[src/rtl/uart_pkg.sv]
// rtl/uart_pkg.sv - shared UART definitions: receiver states, oversampling constants, divisor helper
package uart_pkg;

    // Ticks per bit and the tick index that lands in the middle of a bit.
    localparam int unsigned OVERSAMPLE = 16;
    localparam int unsigned MID_SAMPLE = 8;

    typedef enum logic [2:0] {
        ST_IDLE      = 3'd0,
        ST_START     = 3'd1,
        ST_DATA      = 3'd2,
        ST_PARITY    = 3'd3,
        ST_STOP      = 3'd4,
        ST_WAIT_HIGH = 3'd5
    } uart_rx_state_t;

    // Oversample-tick divisor, rounded to nearest: round(clk_freq / (baud * OVERSAMPLE)).
    function automatic int unsigned calc_divisor(input int unsigned clk_freq,
                                                 input int unsigned baud);
        int unsigned den;
        den = baud * OVERSAMPLE;
        return (clk_freq + den / 2) / den;
    endfunction

endpackage

[src/rtl/uart_baud_tick.sv]
// rtl/uart_baud_tick.sv - divisor counter producing a one-cycle tick every DIV clocks
//
// Ports:
//   clk_i      system clock
//   rst_ni     asynchronous active-low reset
//   restart_i  synchronous restart: counter forced to 0, no tick this cycle
//   tick_o     one-cycle pulse when the counter wraps from DIV-1 to 0
module uart_baud_tick #(
    parameter int unsigned DIV = 27
) (
    input  logic clk_i,
    input  logic rst_ni,
    input  logic restart_i,
    output logic tick_o
);

    localparam int unsigned CW = (DIV > 1) ? $clog2(DIV) : 1;
    localparam logic [CW-1:0] LAST = CW'(DIV - 1);

    logic [CW-1:0] cnt_q;
    logic [CW-1:0] cnt_d;

    always_comb begin
        cnt_d = cnt_q + CW'(1);
        if (restart_i || (cnt_q == LAST)) begin
            cnt_d = '0;
        end
    end

    assign tick_o = !restart_i && (cnt_q == LAST);

    always_ff @(posedge clk_i or negedge rst_ni) begin
        if (!rst_ni) begin
            cnt_q <= '0;
        end else begin
            cnt_q <= cnt_d;
        end
    end

endmodule

[src/rtl/uart_rx_byte.sv]
// rtl/uart_rx_byte.sv - 16x oversampling UART receiver with a valid/ack byte holding register
//
// Optional feature macro: UART_RX_PARITY_EN (8E1 frame with even parity check; 8N1 otherwise).
//
// Ports:
//   iCLK         system clock
//   iRST_N       asynchronous active-low reset
//   iRXD         raw serial line, idle high, asynchronous to iCLK
//   iACK         consumer acknowledge, clears oVALID and oOVERRUN
//   oDATA        received byte, stable while oVALID=1
//   oVALID       byte available in holding register
//   oFRAME_ERR   one-cycle pulse: stop bit sampled low
//   oPARITY_ERR  one-cycle pulse: parity mismatch (always 0 in 8N1 builds)
//   oOVERRUN     sticky: a byte completed while oVALID=1 and was dropped
//   oBUSY        receiver is inside a frame (state other than IDLE)
module uart_rx_byte
    import uart_pkg::*;
#(
    parameter int unsigned CLK_FREQ = 50000000,
    parameter int unsigned BAUD     = 115200
) (
    input  logic       iCLK,
    input  logic       iRST_N,
    input  logic       iRXD,
    input  logic       iACK,
    output logic [7:0] oDATA,
    output logic       oVALID,
    output logic       oFRAME_ERR,
    output logic       oPARITY_ERR,
    output logic       oOVERRUN,
    output logic       oBUSY
);

    localparam int unsigned DIV = calc_divisor(CLK_FREQ, BAUD);

    logic           rx_meta_q, rxs_q;
    uart_rx_state_t state_q, state_d;
    logic [3:0]     samp_q, samp_d;
    logic [2:0]     bit_q, bit_d;
    logic [7:0]     shift_q, shift_d;
    logic [7:0]     data_q, data_d;
    logic           valid_q, valid_d;
    logic           overrun_q, overrun_d;
    logic           ferr_q;
    logic           tick, restart, mid_tick, end_tick;
    logic           deliver, frame_bad;

    // Restarting the divisor on the start edge puts every later sample point
    // a fixed number of ticks after the falling edge, i.e. at mid-bit.
    assign restart  = (state_q == ST_IDLE) && !rxs_q;
    assign mid_tick = tick && (samp_q == 4'(MID_SAMPLE - 1));
    assign end_tick = tick && (samp_q == 4'(OVERSAMPLE - 1));

    uart_baud_tick #(
        .DIV (DIV)
    ) u_tick (
        .clk_i     (iCLK),
        .rst_ni    (iRST_N),
        .restart_i (restart),
        .tick_o    (tick)
    );

`ifdef UART_RX_PARITY_EN
    logic par_bad_q, par_bad_d;
    logic perr_q;
    logic stop_tick;
    assign stop_tick = (state_q == ST_STOP) && end_tick;
`endif

    always_comb begin
        state_d   = state_q;
        samp_d    = samp_q;
        bit_d     = bit_q;
        shift_d   = shift_q;
        deliver   = 1'b0;
        frame_bad = 1'b0;
`ifdef UART_RX_PARITY_EN
        par_bad_d = par_bad_q;
`endif
        if (tick) begin
            samp_d = samp_q + 4'd1;
        end
        case (state_q)
            ST_IDLE: begin
                samp_d = 4'd0;
                if (!rxs_q) begin
                    state_d = ST_START;
                end
            end
            ST_START: begin
                if (mid_tick) begin
                    samp_d  = 4'd0;
                    bit_d   = 3'd0;
                    // Line back high at mid-bit: a glitch, not a start bit.
                    state_d = rxs_q ? ST_IDLE : ST_DATA;
                end
            end
            ST_DATA: begin
                if (end_tick) begin
                    shift_d = {rxs_q, shift_q[7:1]};
                    bit_d   = bit_q + 3'd1;
                    if (bit_q == 3'd7) begin
`ifdef UART_RX_PARITY_EN
                        state_d = ST_PARITY;
`else
                        state_d = ST_STOP;
`endif
                    end
                end
            end
`ifdef UART_RX_PARITY_EN
            ST_PARITY: begin
                if (end_tick) begin
                    par_bad_d = rxs_q ^ (^shift_q);
                    state_d   = ST_STOP;
                end
            end
`endif
            ST_STOP: begin
                if (end_tick) begin
                    if (rxs_q) begin
                        deliver = 1'b1;
                        state_d = ST_IDLE;
                    end else begin
                        frame_bad = 1'b1;
                        state_d   = ST_WAIT_HIGH;
                    end
                end
            end
            ST_WAIT_HIGH: begin
                // Hold off until the line idles so a break reports one error.
                if (rxs_q) begin
                    state_d = ST_IDLE;
                end
            end
            default: begin
                state_d = ST_IDLE;
            end
        endcase
    end

    always_comb begin
        data_d    = data_q;
        valid_d   = valid_q;
        overrun_d = overrun_q;
        if (valid_q && iACK) begin
            valid_d   = 1'b0;
            overrun_d = 1'b0;
        end
        if (deliver) begin
            // An ack in the delivery cycle frees the register for the new byte.
            if (!valid_q || iACK) begin
                data_d  = shift_q;
                valid_d = 1'b1;
            end else begin
                overrun_d = 1'b1;
            end
        end
    end

    always_ff @(posedge iCLK or negedge iRST_N) begin
        if (!iRST_N) begin
            rx_meta_q <= 1'b1;
            rxs_q     <= 1'b1;
            state_q   <= ST_IDLE;
            samp_q    <= 4'd0;
            bit_q     <= 3'd0;
            shift_q   <= 8'h00;
            data_q    <= 8'h00;
            valid_q   <= 1'b0;
            overrun_q <= 1'b0;
            ferr_q    <= 1'b0;
        end else begin
            rx_meta_q <= iRXD;
            rxs_q     <= rx_meta_q;
            state_q   <= state_d;
            samp_q    <= samp_d;
            bit_q     <= bit_d;
            shift_q   <= shift_d;
            data_q    <= data_d;
            valid_q   <= valid_d;
            overrun_q <= overrun_d;
            ferr_q    <= frame_bad;
        end
    end

`ifdef UART_RX_PARITY_EN
    always_ff @(posedge iCLK or negedge iRST_N) begin
        if (!iRST_N) begin
            par_bad_q <= 1'b0;
            perr_q    <= 1'b0;
        end else begin
            par_bad_q <= par_bad_d;
            perr_q    <= stop_tick && par_bad_q;
        end
    end
    assign oPARITY_ERR = perr_q;
`else
    assign oPARITY_ERR = 1'b0;
`endif

    assign oDATA      = data_q;
    assign oVALID     = valid_q;
    assign oFRAME_ERR = ferr_q;
    assign oOVERRUN   = overrun_q;
    assign oBUSY      = (state_q != ST_IDLE);

endmodule

[config.mk]
export PLATFORM = sky130hd
export DESIGN_NAME = uart_rx_byte
export DESIGN_NICKNAME = d
export VERILOG_FILES = /design/src/rtl/uart_pkg.sv /design/src/rtl/uart_baud_tick.sv /design/src/rtl/uart_rx_byte.sv
export SDC_FILE = /design/constraint.sdc
export NUM_CORES = 1
export LEC_CHECK = 0
export CELL_PAD_IN_SITES_DETAIL_PLACEMENT = 0
export CELL_PAD_IN_SITES_GLOBAL_PLACEMENT = 1
export CORE_ASPECT_RATIO = 1.25
export CORE_UTILIZATION = 30
export DETAILED_ROUTE_END_ITERATION = 12
export PLACE_DENSITY_LB_ADDON = 0.1
export SLEW_MARGIN = 20
export SYNTH_ARGS = -nofsm -noshare
export SYNTH_HDL_FRONTEND = slang
export SYNTH_SLANG_ARGS = --single-unit
[constraint.sdc]
create_clock -name iCLK -period 5.6 [get_ports iCLK]
set_input_delay 1.12 -clock iCLK [delete_from_list [all_inputs] [get_ports iCLK]]
set_output_delay 1.12 -clock iCLK [all_outputs]
set_load 0.05 [all_outputs]
==> key figures <==
Status
  • Status: completed

STA
  • Final Cycle Share: a little over half
  • Relative slew margins: 46.3%
  • Final Skew: approximately 2.7 ps
  • Unrepaired setup endpoints after global routing: no
  • Fin Hold WS: around 360 ps
  • Maximum clock frequency: 330 MHz
  • Final Critical Period: approximately 3000 ps
  • Slew @ Worst Pin: 798 ps
  • Final hold vios: 0
  • Max-slew violations: 0
  • Final setup viols: 0
  • Final TNS setup: 0 ps

Worst setup path
  • R2r setup slk: 3350 ps
  • Critical Path RT: 4480 ps
  • Reg-to-reg startpoint: u_tick.cnt_q[0]
  • Worst r2r dst: shift_q[2]
  • Arrival @ worst endpoint: 1910 ps
  • Critical path class: reg2out
  • Cells on worst reg2reg path: 5
  • Startpoint type of the worst setup path: flop
  • Crit path capture type: output pin
  • Critical path fanouts, max: 15

Route
  • Residual DRC: 0
  • WL met3: 103 um
  • Met2 WL: 1560 um
  • Routed WL per cell: between 10 and 15 um
  • Via count: 1147
  • Router iterations before antenna repair: 4
  • Initial DRC Count: 36
  • WL final: about 3200 um
  • Routed metal-1 wirelength: about 1500 um
  • Top sig layer: met4
  • Final antenna-violating net count: 0
  • Via density: between 5 and 6

Synthesis
  • Top FF cell, synth: dfrtp_1
  • Post-synthesis cell count: 147
  • Post-synthesis mux area share: 12.6%
  • Warnings, synthesis: 0
  • Number of synthesized register bits: 36
  • Distinct cells, synth: 44
  • Synth Cell Area: roughly 1800 sq um
  • Seq/Total Area, Yosys: between 50% and 60%
  • Syn_nets: 156
  • Ys async rst share: 100%
  • Synth Area in Simple Gates: 16.3%
  • Compound-Gate Fraction of Synth Area: 8.51%
  • Post-synth EDFFs: 0
  • Syn Area/Cell: 11.9 sq um
  • Largest family of logic cells by synthesized area: simple AND/OR/NAND/NOR gates
  • Synth Area in Adders: approximately 3.6%
  • Share of the synthesized netlist area taken by xor and xnor gates: 3.00%

Power and ir drop
  • P_leak: 0.000939 uW
  • Power density over the cells: 234 nW/um^2
  • VDD IR max: 102 uV

Layout
  • Commonest non-fill, non-tap cells in the layout: 34 x dfrtp_1, 15 x clkdlybuf4s50_1, 13 x nor2_1, 11 x nand2_1
  • Layout Nets: 170
  • Leading cell type in the layout, fill and taps excluded: dfrtp_1
  • Diodes inserted: 0
  • Fraction of layout cells with a size suffix above 1: 21.1%
  • Design Area, Final: roughly 2000 sq um
  • Area Growth Syn to Fin: 15.7%

Worst hold path
  • Hold_sp: rx_meta_q
  • WHS Path Cells: 0
  • Hold endpoint: rxs_q
  • HP Class: reg2reg

Place
  • Gpl congestion: between 0.7 and 0.8
  • Dpl hpwl: 2260 um
  • # port buffers: 15
  • DP Area: 1930 sq um

Clock network
  • Maximum clock path buffer count: 2
  • Cts repair resizes: 0
  • Worst-Skew Late Latency: 280 ps
  • Clock slew at the register clock pins of the worst setup and hold paths: 70 ps
  • CTS Root Cell: clkbuf_8
  • Htree depth: 2
  • CTS tree: yes
  • Buffer count from post-CTS setup fixing: 0
  • TritonCTS Sinks: 36
  • CTS Buf Count: 5
  • CTS Hold Bufs: 0

GRT
  • Largest net degree at the start of global routing: 37
  • Initial antenna violation count: 0
  • Total track usage: 12.0%
  • First-pass GRT wire length: about 5700 um
  • Gr ovfl total: 0
  • Vias in the first global route: 1144

Floorplan
  • Num ports: 17
  • Die W: 70.3 um
  • Initial Util: 31.7%
  • Site Rows: 30
  • Die area: 6150 sq um
  • Die height: between 80 and 90 um
  • CORE AREA: 5520 sq um

Job
  • Maxcap violations: 0
==> synthesized netlist by cell type (all sizes together) (2+ instances only) <==
cell type	instances	area [sq um]
inv	4	15.0
nor3b	2	20.0
xnor2	4	35.0
mux2	16	210
nand3	4	20.0
nand2b	2	12.5
a32o	2	20.0
dfrtp	34	851
a31oi	2	12.5
nor4	2	18.8
ha	5	62.6
xor2	2	17.5
nor3	6	41.3
buf	6	47.5
nand2	11	41.3
o21ai	5	25.0
clkbuf	3	11.3
a21oi	4	20.0
nor2	13	48.8
dfstp	2	52.6
==> cells by family (layout without fill, tap and decap cells) <==
kind of cell,count (synthesis),in the layout
buffers and inverters,13,27
other,1,1
multiplexers,17,17
AND/OR/NAND/NOR,48,48
adder cells (fa/ha/maj),5,5
XOR/XNOR,6,6
flip-flops,36,36
AO/OA/AOI/OAI,21,21
==> report_power, final <==
group	leakage (uW)	internal, uW	total, uW	switching, uW
sequential	0.000470	262	263	1.38
combinational	0.000418	3.87	13.5	9.67
clock	0.0000503	110	198	88.0
total	0.000939	375	474	99.1
==> metal layers <==
| layer | up-vias | GRT usage, % |
|---|---|---|
| met3 | 6 | 3.13 |
| li1 | 545 | - |
| met5 | - | 0 |
| met2 | 26 | 19.1 |
| met4 | 0 | 4.91 |
| met1 | 570 | 15.3 |
==> final cells by class <==
type                            count  area [sq um]
Clock buffer                        7          96.3
Fill cell                         542          3490
Inverter                            4          15.0
Multi-Input combinational cell     98           773
Sequential cell                    36           903
Tap cell                           64          80.1
Timing Repair Buffer               16           158
==> worst max-delay path, stage by stage, from the launching register on <==
cell,delay [ps]
dfrtp_1,590
inv_1,150
nand2_1,80
clkdlybuf4s50_1,800
==> flip-flops by register name (all words and copies together), names as in the netlist <==
signal,count
oFRAME_ERR,1
bit_q,3
oOVERRUN,1
rx_meta_q,1
samp_q,4
rxs_q,1
shift_q,8
oVALID,1
oDATA,8
u_tick.cnt_q,5
state_q,3
==> metrics by stage <==
step / cells / total power [uW] / setup WS (ps) / util, %
2_1_floorplan: 147 / 273 / 3350 / -
3_3_place_gp: 218 / 282 / 2910 / 35.0
3_5_place_dp: 218 / 282 / 2890 / 35.0
4_1_cts: 225 / 485 / 2570 / 36.7
5_1_grt: 225 / 497 / 2470 / 36.7
6_report: 225 / 474 / 2570 / 36.7
==> how the worst max path moves through the flow <==
stage	start	end
floorplan	state_q[2]	oBUSY
global placement	state_q[2]	oBUSY
detailed placement	state_q[2]	oBUSY
CTS	state_q[2]	oBUSY
global route	state_q[2]	oBUSY
finish	state_q[2]	oBUSY
Note: power is estimated with default switching activity, not from simulation.
